===== config.mk =====
export PLATFORM = sky130hd
export DESIGN_NAME = sump_cmd_parser
export DESIGN_NICKNAME = d
export VERILOG_FILES = /design/src/rtl/sump_cmd_parser.sv
export SDC_FILE = /design/constraint.sdc
export NUM_CORES = 1
export LEC_CHECK = 0
export CAP_MARGIN = 20
export CORE_MARGIN = 8
export CORE_UTILIZATION = 51
export CTS_BUF_LIST = sky130_fd_sc_hd__clkbuf_8
export DETAILED_ROUTE_END_ITERATION = 16
export MAX_ROUTING_LAYER = met4
export PLACE_DENSITY = 0.83
export SYNTH_ARGS = -nofsm -noshare
export SYNTH_HDL_FRONTEND = slang
export SYNTH_SLANG_ARGS = --single-unit

===== constraint.sdc =====
create_clock -name clk_i -period 1.7 [get_ports clk_i]
set_input_delay 0.425 -clock clk_i [delete_from_list [all_inputs] [get_ports clk_i]]
set_output_delay 0.425 -clock clk_i [all_outputs]
set_load 0.05 [all_outputs]

===== src/rtl/sump_cmd_parser.sv =====
// SUMP/OLS byte command parser: assembles short (1-byte) and long (opcode + 4 argument bytes)
// commands, tracks XON/XOFF and detects the 0x00 soft-reset sequence. Optional macro: CMD_TIMEOUT_EN.
module sump_cmd_parser #(
  parameter logic [15:0] TIMEOUT_CYCLES = 16'd50000,
  parameter int          RST_REPEAT     = 5
) (
  input  logic        clk_i,
  input  logic        rst_i,
  input  logic [7:0]  data_i,
  input  logic        stb_i,
  output logic [7:0]  opc_o,
  output logic [31:0] cmd_o,
  output logic        exec_o,
  output logic        xoff_o,
  output logic        soft_rst_o,
  output logic        timeout_o,
  output logic        busy_o
);

  localparam int ZW = $clog2(RST_REPEAT + 1);

  // Input handshake: data_i is valid only in a cycle with stb_i high; there is no ready,
  // every strobed byte is consumed in that cycle.
  typedef enum logic {IDLE, ARGS} state_e;

  state_e        state_q;
  logic [7:0]    lopc_q;
  logic [1:0]    idx_q;
  logic [31:0]   arg_q;
  logic [31:0]   arg_d;
  logic [ZW-1:0] zero_q;
  logic [7:0]    opc_q;
  logic [31:0]   cmd_q;
  logic          exec_q;
  logic          xoff_q;
  logic          srst_q;
`ifdef CMD_TIMEOUT_EN
  logic [15:0]   tmo_q;
  logic          tmo_pulse_q;
`endif

  always_comb begin
    arg_d = arg_q;
    case (idx_q)
      2'd0:    arg_d[7:0]   = data_i;
      2'd1:    arg_d[15:8]  = data_i;
      2'd2:    arg_d[23:16] = data_i;
      default: arg_d[31:24] = data_i;
    endcase
  end

  always_ff @(posedge clk_i) begin
    if (rst_i) begin
      state_q     <= IDLE;
      lopc_q      <= '0;
      idx_q       <= '0;
      arg_q       <= '0;
      zero_q      <= '0;
      opc_q       <= '0;
      cmd_q       <= '0;
      exec_q      <= 1'b0;
      xoff_q      <= 1'b0;
      srst_q      <= 1'b0;
`ifdef CMD_TIMEOUT_EN
      tmo_q       <= '0;
      tmo_pulse_q <= 1'b0;
`endif
    end else begin
      exec_q <= 1'b0;
      srst_q <= 1'b0;
`ifdef CMD_TIMEOUT_EN
      tmo_pulse_q <= 1'b0;
`endif
      case (state_q)
        IDLE: begin
          if (stb_i) begin
            if (!data_i[7]) begin
              opc_q  <= data_i;
              cmd_q  <= '0;
              exec_q <= 1'b1;
              if (data_i == 8'h00) begin
                // Soft reset fires on the RST_REPEAT-th zero, then the count restarts.
                if (zero_q == ZW'(RST_REPEAT - 1)) begin
                  zero_q <= '0;
                  srst_q <= 1'b1;
                  xoff_q <= 1'b0;
                end else begin
                  zero_q <= zero_q + ZW'(1);
                end
              end else begin
                zero_q <= '0;
                if (data_i == 8'h13) xoff_q <= 1'b1;
                if (data_i == 8'h11) xoff_q <= 1'b0;
              end
            end else begin
              lopc_q  <= data_i;
              idx_q   <= '0;
              zero_q  <= '0;
              state_q <= ARGS;
`ifdef CMD_TIMEOUT_EN
              tmo_q   <= '0;
`endif
            end
          end
        end
        ARGS: begin
          if (stb_i) begin
            arg_q <= arg_d;
            idx_q <= idx_q + 2'd1;
`ifdef CMD_TIMEOUT_EN
            tmo_q <= '0;
`endif
            if (idx_q == 2'd3) begin
              opc_q   <= lopc_q;
              cmd_q   <= arg_d;
              exec_q  <= 1'b1;
              state_q <= IDLE;
            end
          end
`ifdef CMD_TIMEOUT_EN
          // A strobe in the limit cycle takes priority over the timeout.
          else if (tmo_q == TIMEOUT_CYCLES - 16'd1) begin
            state_q     <= IDLE;
            tmo_pulse_q <= 1'b1;
            tmo_q       <= '0;
          end else begin
            tmo_q <= tmo_q + 16'd1;
          end
`endif
        end
        default: state_q <= IDLE;
      endcase
    end
  end

  assign opc_o      = opc_q;
  assign cmd_o      = cmd_q;
  assign exec_o     = exec_q;
  assign xoff_o     = xoff_q;
  assign soft_rst_o = srst_q;
  // busy_o is the FSM state itself (two states), so it doubles as the state debug view.
  assign busy_o     = (state_q == ARGS);
`ifdef CMD_TIMEOUT_EN
  assign timeout_o  = tmo_pulse_q;
`else
  wire [15:0] unused_timeout_cfg = TIMEOUT_CYCLES;
  assign timeout_o  = 1'b0;
`endif

endmodule

# Word level (Yosys, flattened, before mapping)
# Index checks and enable logic that the tools add are counted.
# op_classes
add_sub_neg	2
bitwise_logic	4
n_mux	36
n_eq_ne	12
reduce_logical	11
# ops
operator	n
2-to-1 mux 32 bit	4
2-to-1 mux 8 bit	8
case mux 32 bit (2 select lines)	1
equality test 8 x 5 -> 1 bit, second input constant	2
case mux 8 bit (2 select lines)	1
2-to-1 mux 1 bit	13
2-to-1 mux 3 bit	3
logical NOT 8 bit	1
inequality test 2 bit, second input constant	4
2-to-1 mux 2 bit	3
AND reduction 3 bit	2
AND reduction 5 bit	1
OR reduction 5 bit	1
equality test 2 bit, second input constant	2
inequality test 2 x 1 -> 1 bit, second input constant	2
NOT 1 bit	4
case mux 1 bit (2 select lines)	2
case mux 2 bit (2 select lines)	1
AND reduction 2 bit	2
AND reduction 4 bit	1
adder 3 x 1 -> 3 bit, second input constant	1
equality test 3 bit, second input constant	1
nonzero test 3 bit	1
OR reduction 3 bit	1
other kinds (3)	3
# word_totals
word_cells	75
input_bits	11
out_inout_bits	45
ff_bits	89

# Logic depth before layout (Yosys ltp)
# Gate-level depths: netlist of the first run.
# depth
ltp_word	6
depth_mapped	7
mapped_depth_nobuf	6

# Least setup slack after synthesis of the first run
# OpenSTA, ideal clock, no wires.
# synth_path
path_kind	reg2reg
start	reg state_q (netlist: busy_o)
end	reg opc_q[6] (netlist: opc_o[6])
arrival_ns	1.492
setup_ns	0.079
setup_slack_ns	0.128
synth_period_minus_slack_ns	1.572
path_buffers	1
t_required_ns	1.621
path_stages_with_launch	6
path_cell_list	dfxtp_1 > and2_1 > o21a_4 > buf_6 > nor2_1 > a211oi_2
# synth_via
elab_chain_len	3
word_cells_on_any_way	7
classes_between	4 x eq/ne; 1 x mux; 1 x bitwise; 1 x reduce/logical
# synth_rtl
item	line	source
from (decl)	26	state_e state_q;
from (signal assigned)	54	state_q <= IDLE;
from (signal assigned)	99	state_q <= ARGS;
from (signal assigned)	117	state_q <= IDLE;
NOT 1 bit (no source line)	-	
inequality test 2 bit (no source line)	-	
AND reduction 4 bit (no source line)	-	
to (signal assigned)	78	opc_q <= data_i;
to (signal assigned)	114	opc_q <= lopc_q;
to (decl)	32	logic [7:0] opc_q;
# Several ways; a longest one is shown, not always the timed one.
# A chain may end at the register's enable or synchronous reset.

# Worst setup path in the final report of the first run
# layout_path
start	reg idx_q[0]
end	reg cmd_q[28] (netlist: cmd_o[28])
# layout_via
elab_chain_len	6
word_cells_on_any_way	11
classes_between	4 x eq/ne; 4 x mux; 3 x reduce/logical
# layout_rtl
item	line	source
from (decl)	28	logic [1:0] idx_q;
from (signal assigned)	109	idx_q <= idx_q + 2'd1;
equality test 2 bit, or another cell as far along	44	case (idx_q)
OR reduction 3 bit (no source line)	-	
2-to-1 mux 8 bit	44	
2-to-1 mux 32 bit	113	if (idx_q == 2'd3) begin
2-to-1 mux 32 bit	107	if (stb_i) begin
case mux 32 bit (2 select lines)	74	case (state_q)
to (signal assigned)	115	cmd_q <= arg_d;
to (decl)	33	logic [31:0] cmd_q;
# Several ways; a longest one is shown, not always the timed one. The select of a mux whose other input is x is not followed.

==> results of run 1 <==
[final cells by class]
type | instances | area [µm²] | area share
clock buffers | 10 | 138 | 0.0268
clock inverters | 6 | 66.3 | 0.0129
inverters | 5 | 18.8 | 0.00365
multi-input cells | 261 | 1890 | 0.367
flip-flops and latches | 89 | 1780 | 0.347
well taps | 102 | 128 | 0.0248
repair buffers | 88 | 1120 | 0.218
[per-stage QoR]
stage | cell area [µm²] | TNS, ps | power, W | hold slack, ps
final | 5140 | 0 | 0.00420 | 458
after detailed placement | 4930 | -7360 | 0.00277 | 446
after floorplan | 3910 | 0 | 0.00259 | 426
after CTS | 5130 | 0 | 0.00422 | 460
after global placement | 4930 | -3490 | 0.00275 | 432
after global routing | 5140 | 0 | 0.00437 | 485
[report_power, final]
group          internal, W  switching (W)  total, W
registers          0.00214      0.0000375   0.00218
logic             0.000234       0.000307  0.000541
clock network     0.000721       0.000753   0.00147
[logic make-up (layout without fill, tap and decap cells)]
group,count (synthesis),count (layout)
fa+ha+maj,7,7
flops,89,89
other cells,1,1
mux,47,47
simple gates,120,120
buf+inv,45,109
compound gates,86,86
[worst register-to-register path: stages (launching register included)]
cell and delay, ps:
dfxtp_1 430, ha_1 260, buf_4 210, mux2i_1 350, a2bb2oi_2 190, nor2_1 60
[per-layer routing]
layer,global-route usage,vias up
met4,0.0735,0
met5,-,-
met3,0.0341,14
li1,-,1503
met1,0.212,1446
met2,0.287,71
[repair_timing]
item                                    CTS  global route
buffers inserted                          0             0
endpoints found under the setup margin    0             3
gates resized for setup                   0             2
[final timing paths]
kind	from	to	slack, ps	cells past startpoint
max	idx_q[0]	cmd_o[28]	100	5
min	lopc_q[7]	lopc_q[7]	460	2
max reg2reg	idx_q[0]	cmd_o[28]	100	5
min reg2reg	lopc_q[7]	lopc_q[7]	460	2
[layout by cell type, fill, tap and decap left out, types with 2 or more instances in the layout]
cell,instances
a2bb2oi_2,20
a2bb2oi_1,6
clkbuf_8,10
and3_1,2
clkdlybuf4s50_1,9
nand2_1,16
dfxtp_1,89
mux2i_1,41
nand4_1,2
buf_4,43
and2_1,2
a21oi_1,12
ha_1,6
a211oi_2,2
a22oi_1,7
buf_12,35
nand3_1,7
nor2_1,79
nand2b_1,2
inv_1,5
mux2_2,6
clkinvlp_4,3
a211oi_1,32
[sequential cells by signal (all words and copies together) (netlist names)]
register    count
idx_q           2
zero_q          3
opc_o           8
arg_q          32
xoff_o          1
busy_o          1
cmd_o          32
exec_o          1
soft_rst_o      1
lopc_q          8
==> results.py, run 1 <==
metrics = {
    "clock_tree": {
        "clock_sinks": 89,
        "numCtsBuffers": 9,
        "hold_buffers": 0,
        "cts.path.max_buffers": 2,
        "clk_latency_ps": 360,
        "htreeDepth": 3,
        "clk_pin_slew_worst_paths_ps": 90,
        "cts-root-buf": "clkbuf_8",
        "cts_tree": "built",
    },
    "cells_and_area": {
        "post-route-util": 0.679,
        "fin_cells": 561,
        "drive_gt1_frac": 0.285,
        "n_antenna_cell": 0,
        "num-fill-cells": 525,
        "fin_nets": 472,
        "syn_to_final_growth_pct": 31.4,
    },
    "synthesis": {
        "synth_common_cells": "dfxtp_1 (89), nor2_1 (79), mux2i_1 (41)",
        "synth_compound_area_frac": 0.203,
        "async_reset_ff_frac": 0,
        "netlist_instances": 395,
        "synth_top_family_by_area": "compound AO/OA/AOI/OAI gates",
        "ys_ff_latch": 89,
        "netlist_top_cells_area": "dfxtp_1 (46%), mux2i_1 (10%), a2bb2oi_2 (7.7%)",
        "ys_seq_area_frac": 0.456,
        "synth_xor_area_frac": 0,
        "yosysMostFrequentCell": "dfxtp_1",
        "yosys.area.top_type": "dfxtp_1",
        "netlist_area_um2": 3910,
        "synth_mux_area_frac": 0.122,
        "synth_nets": 413,
        "yosysWarnings": 0,
        "syn_area_per_cell_um2": 9.90,
        "ys_types": 40,
        "synthAdderAreaFrac": 0.0224,
        "yosysTopAreaCellShare": 0.456,
        "synth_edf_count": 0,
        "synthSimpleGateAreaFrac": 0.132,
        "ys.flop_type": "dfxtp_1",
    },
    "detailed_routing": {
        "dr.pass1.iters": 4,
        "drcViolationCount": 0,
        "top_layer": "met4",
        "wl_mm": 9.13,
        "wire_per_inst_um": 16.3,
        "routedLengthMet1_mm": 4.21,
        "via_per_inst": 5.41,
        "vias": 3034,
        "routed-wl-met3_um": 355,
        "met2_length_mm": 4.40,
        "drtIter0Drc": 166,
        "antenna_left": 0,
    },
    "sta": {
        "slew_viol_final": 0,
        "max_freq_mhz": 623,
        "finalCritPeriodShare": 0.944,
        "clock_skew_ps": 8.45,
        "setup_ws_ps": 95.2,
        "hold_viol": 0,
        "setup_viol": 0,
        "period_needed_ps": 1600,
        "rsz0062_at_grt": "false",
    },
    "floorplanning": {
        "io_pins": 56,
        "fp.dieH_um": 104,
        "die_w_um": 104,
        "core_um2": 7570,
        "dieArea_um2": 10700,
        "rows": 32,
        "floorplan.initialDensity": 0.517,
    },
    "worst_setup_path": {
        "crit_slowest_cell": "dfxtp_1",
        "required_ps": 1950,
        "path_buf_inv": 1,
        "worstPathCellList": "ha_1, buf_4, mux2i_1, a2bb2oi_2, nor2_1",
        "crit_path_end_kind": "register",
        "cp_top_family": "flip-flops",
        "cp-start-kind": "register",
        "worst_path_largest_cell_delay_ps": 430,
        "path_class": "reg2reg",
        "path_max_fanout": 7,
        "cp.arrival_ps": 1860,
    },
    "run_status": {
        "status": "complete, no violations",
    },
    "power_and_ir_drop": {
        "powerDensity_nw_per_um2": 817,
        "p_leak_nw": 1.92,
        "ir_worst_vdd_uv": 572,
    },
    "hold_path": {
        "hp-class": "reg2reg",
    },
    "placement": {
        "detailed_place_hpwl_mm": 6.57,
        "gp_congestion": 0.858,
        "dp_slack_ps": -178,
        "dp_cells": 545,
        "io_buffer_count": 54,
    },
    "job": {
        "maxCapViolations": 0,
    },
    "global_routing": {
        "grtUsageTotal": 0.178,
        "overflow": 0,
        "grt_pass1_wl_mm": 15.4,
        "grt_max_degree": 25,
        "grt_pass1_vias": 3243,
        "antenna_found_initial": 0,
    },
}
(Power assumes the default switching activity.)
==> inputs of run 2 (changes only) <==
CORE_UTILIZATION = 56   (was 51)
PLACE_DENSITY = 0.87   (was 0.83)
clock period = 1.6 ns   (was 1.7 ns; I/O delays follow)
==> run 2 against run 1 <==
Against the previous run:
- clock power down 6%
- sequential cell count unchanged
- global-route usage up 3.2 points
- register-to-register slack worse by 50 ps
- largest power group unchanged
- highest routed layer unchanged
==> results.py, run 2 (synthesis gave the netlist of run 1 again) <==
metrics = {
    "floorplanning": {
        "floorplan.initialDensity": 0.576,
        "fp.dieH_um": 99.6,
        "rows": 30,
        "core_um2": 6790,
        "die_w_um": 99.6,
        "io_pins": 56,
        "dieArea_um2": 9910,
    },
    "power_and_ir_drop": {
        "p_leak_nw": 1.99,
        "powerDensity_nw_per_um2": 805,
        "ir_worst_vdd_uv": 715,
        "totalPowerFinal_w": 0.00436,
    },
    "hold_path": {
        "hp-start": "lopc_q[7]",
        "hp-class": "reg2reg",
        "holdPathStages": 2,
        "hold_end": "lopc_q[7]",
    },
    "global_routing": {
        "grt_max_degree": 59,
        "grt_pass1_wl_mm": 16.0,
        "grt.busiest_layer": "met2",
        "overflow": 0,
        "antenna_found_initial": 0,
        "grt_pass1_vias": 3259,
        "grtUsageMet1": 0.229,
        "grtUsageTotal": 0.210,
        "met3_usage": 0.0363,
        "gr-usage-met2": 0.358,
    },
    "clock_tree": {
        "htreeDepth": 3,
        "numCtsBuffers": 9,
        "clk_pin_slew_worst_paths_ps": 80,
        "clock_sinks": 89,
        "clk_latency_ps": 360,
        "cts_tree": "built",
        "cts.path.max_buffers": 2,
        "hold_buffers": 0,
        "cts-root-buf": "clkbuf_8",
    },
    "placement": {
        "detailed_place_hpwl_mm": 6.88,
        "dp_cells": 535,
        "post_dp_cell_area_um2": 5100,
        "io_buffer_count": 54,
        "gp_congestion": 0.787,
    },
    "detailed_routing": {
        "wl_mm": 10.7,
        "antenna_left": 0,
        "dr.pass1.iters": 5,
        "wire_per_inst_um": 19.3,
        "drtIter0Drc": 243,
        "vias": 3240,
        "via_per_inst": 5.84,
        "drcViolationCount": 0,
    },
    "worst_setup_path": {
        "required_ps": 1880,
        "rr_endpoint": "cmd_o[31]",
        "path_class": "reg2reg",
        "cp-start-kind": "register",
        "cp.arrival_ps": 1840,
        "crit_path_end_kind": "register",
        "reg2reg_from": "idx_q[0]",
        "rr_worst_depth": 8,
        "path_max_fanout": 7,
        "rrSetupSlack_ps": 40,
    },
    "cells_and_area": {
        "fin_area_um2": 5410,
        "final_cell_mix": "dfxtp_1 (85), nor2_1 (78), buf_12 (53)",
        "fin_cells": 555,
        "fin_nets": 473,
        "syn_to_final_growth_pct": 38.3,
        "drive_gt1_frac": 0.309,
        "layout_commonest_cell": "dfxtp_1",
        "post-route-util": 0.796,
        "n_antenna_cell": 0,
    },
    "sta": {
        "finalCritPeriodShare": 0.975,
        "slew_viol_final": 0,
        "fin_setup_tns_ps": 0,
        "period_needed_ps": 1560,
        "setup_viol": 0,
        "clock_skew_ps": 10.1,
        "hold_viol": 0,
        "max_freq_mhz": 641,
    },
    "job": {
        "maxCapViolations": 0,
    },
    "run_status": {
        "status": "complete, no violations",
    },
}
==> run 2: timing repair <==
| action | 4_1_cts | 5_1_grt |
|---|---|---|
| cloned | 0 | 2 |
| pin swaps | 0 | 2 |
| setup endpoints to repair | 19 | 25 |
| resized for setup | 5 | 12 |
| setup buffers | 0 | 3 |
==> run 2: critical path, stage by stage, from the launching register on <==
cell	delay, ps
dfxtp_4	350
buf_4	130
ha_2	170
and2_4	170
o21ai_4	160
buf_12	150
buf_12	130
a22oi_2	80
nor2_1	140
==> run 2: how the worst max path moves through the flow <==
stage	startpoint	endpoint	slack [ps]	depth (start not counted)
2_1_floorplan	busy_o	opc_o[6]	30	5
3_3_place_gp	data_i[2]	zero_q[0]	-230	5
3_5_place_dp	data_i[2]	zero_q[0]	-280	5
4_1_cts	busy_o	busy_o	9	2
5_1_grt	idx_q[0]	cmd_o[16]	-10	5
6_report	idx_q[0]	cmd_o[31]	40	8
==> run 2: metal layers <==
metal  share of wire  vias up
met3           0.059       21
li1                -     1507
met4           0.015        0
met1            0.40     1573
met5               0        -
met2            0.53      139
==> run 2: through the flow <==
stage	setup WS [ps]	hold WS, ps
after detailed placement	-282	444
final	40.8	459
after floorplan	28.4	426
after CTS	8.99	456
after global placement	-226	434
after global routing	-13.0	478
==> run 2: layout make-up <==
class	instances	area [µm²]
multi-input cells	261	1930
flip-flops and latches	89	1790
repair buffers	89	1390
fillers	364	1390
clock buffers	9	124
well taps	96	120
clock inverters	6	42.5
inverters	5	18.8
==> run 2: power breakdown <==
part           switching, W  internal [W]
Sequential        0.0000482       0.00228
Combinational      0.000353      0.000295
Clock              0.000820      0.000561
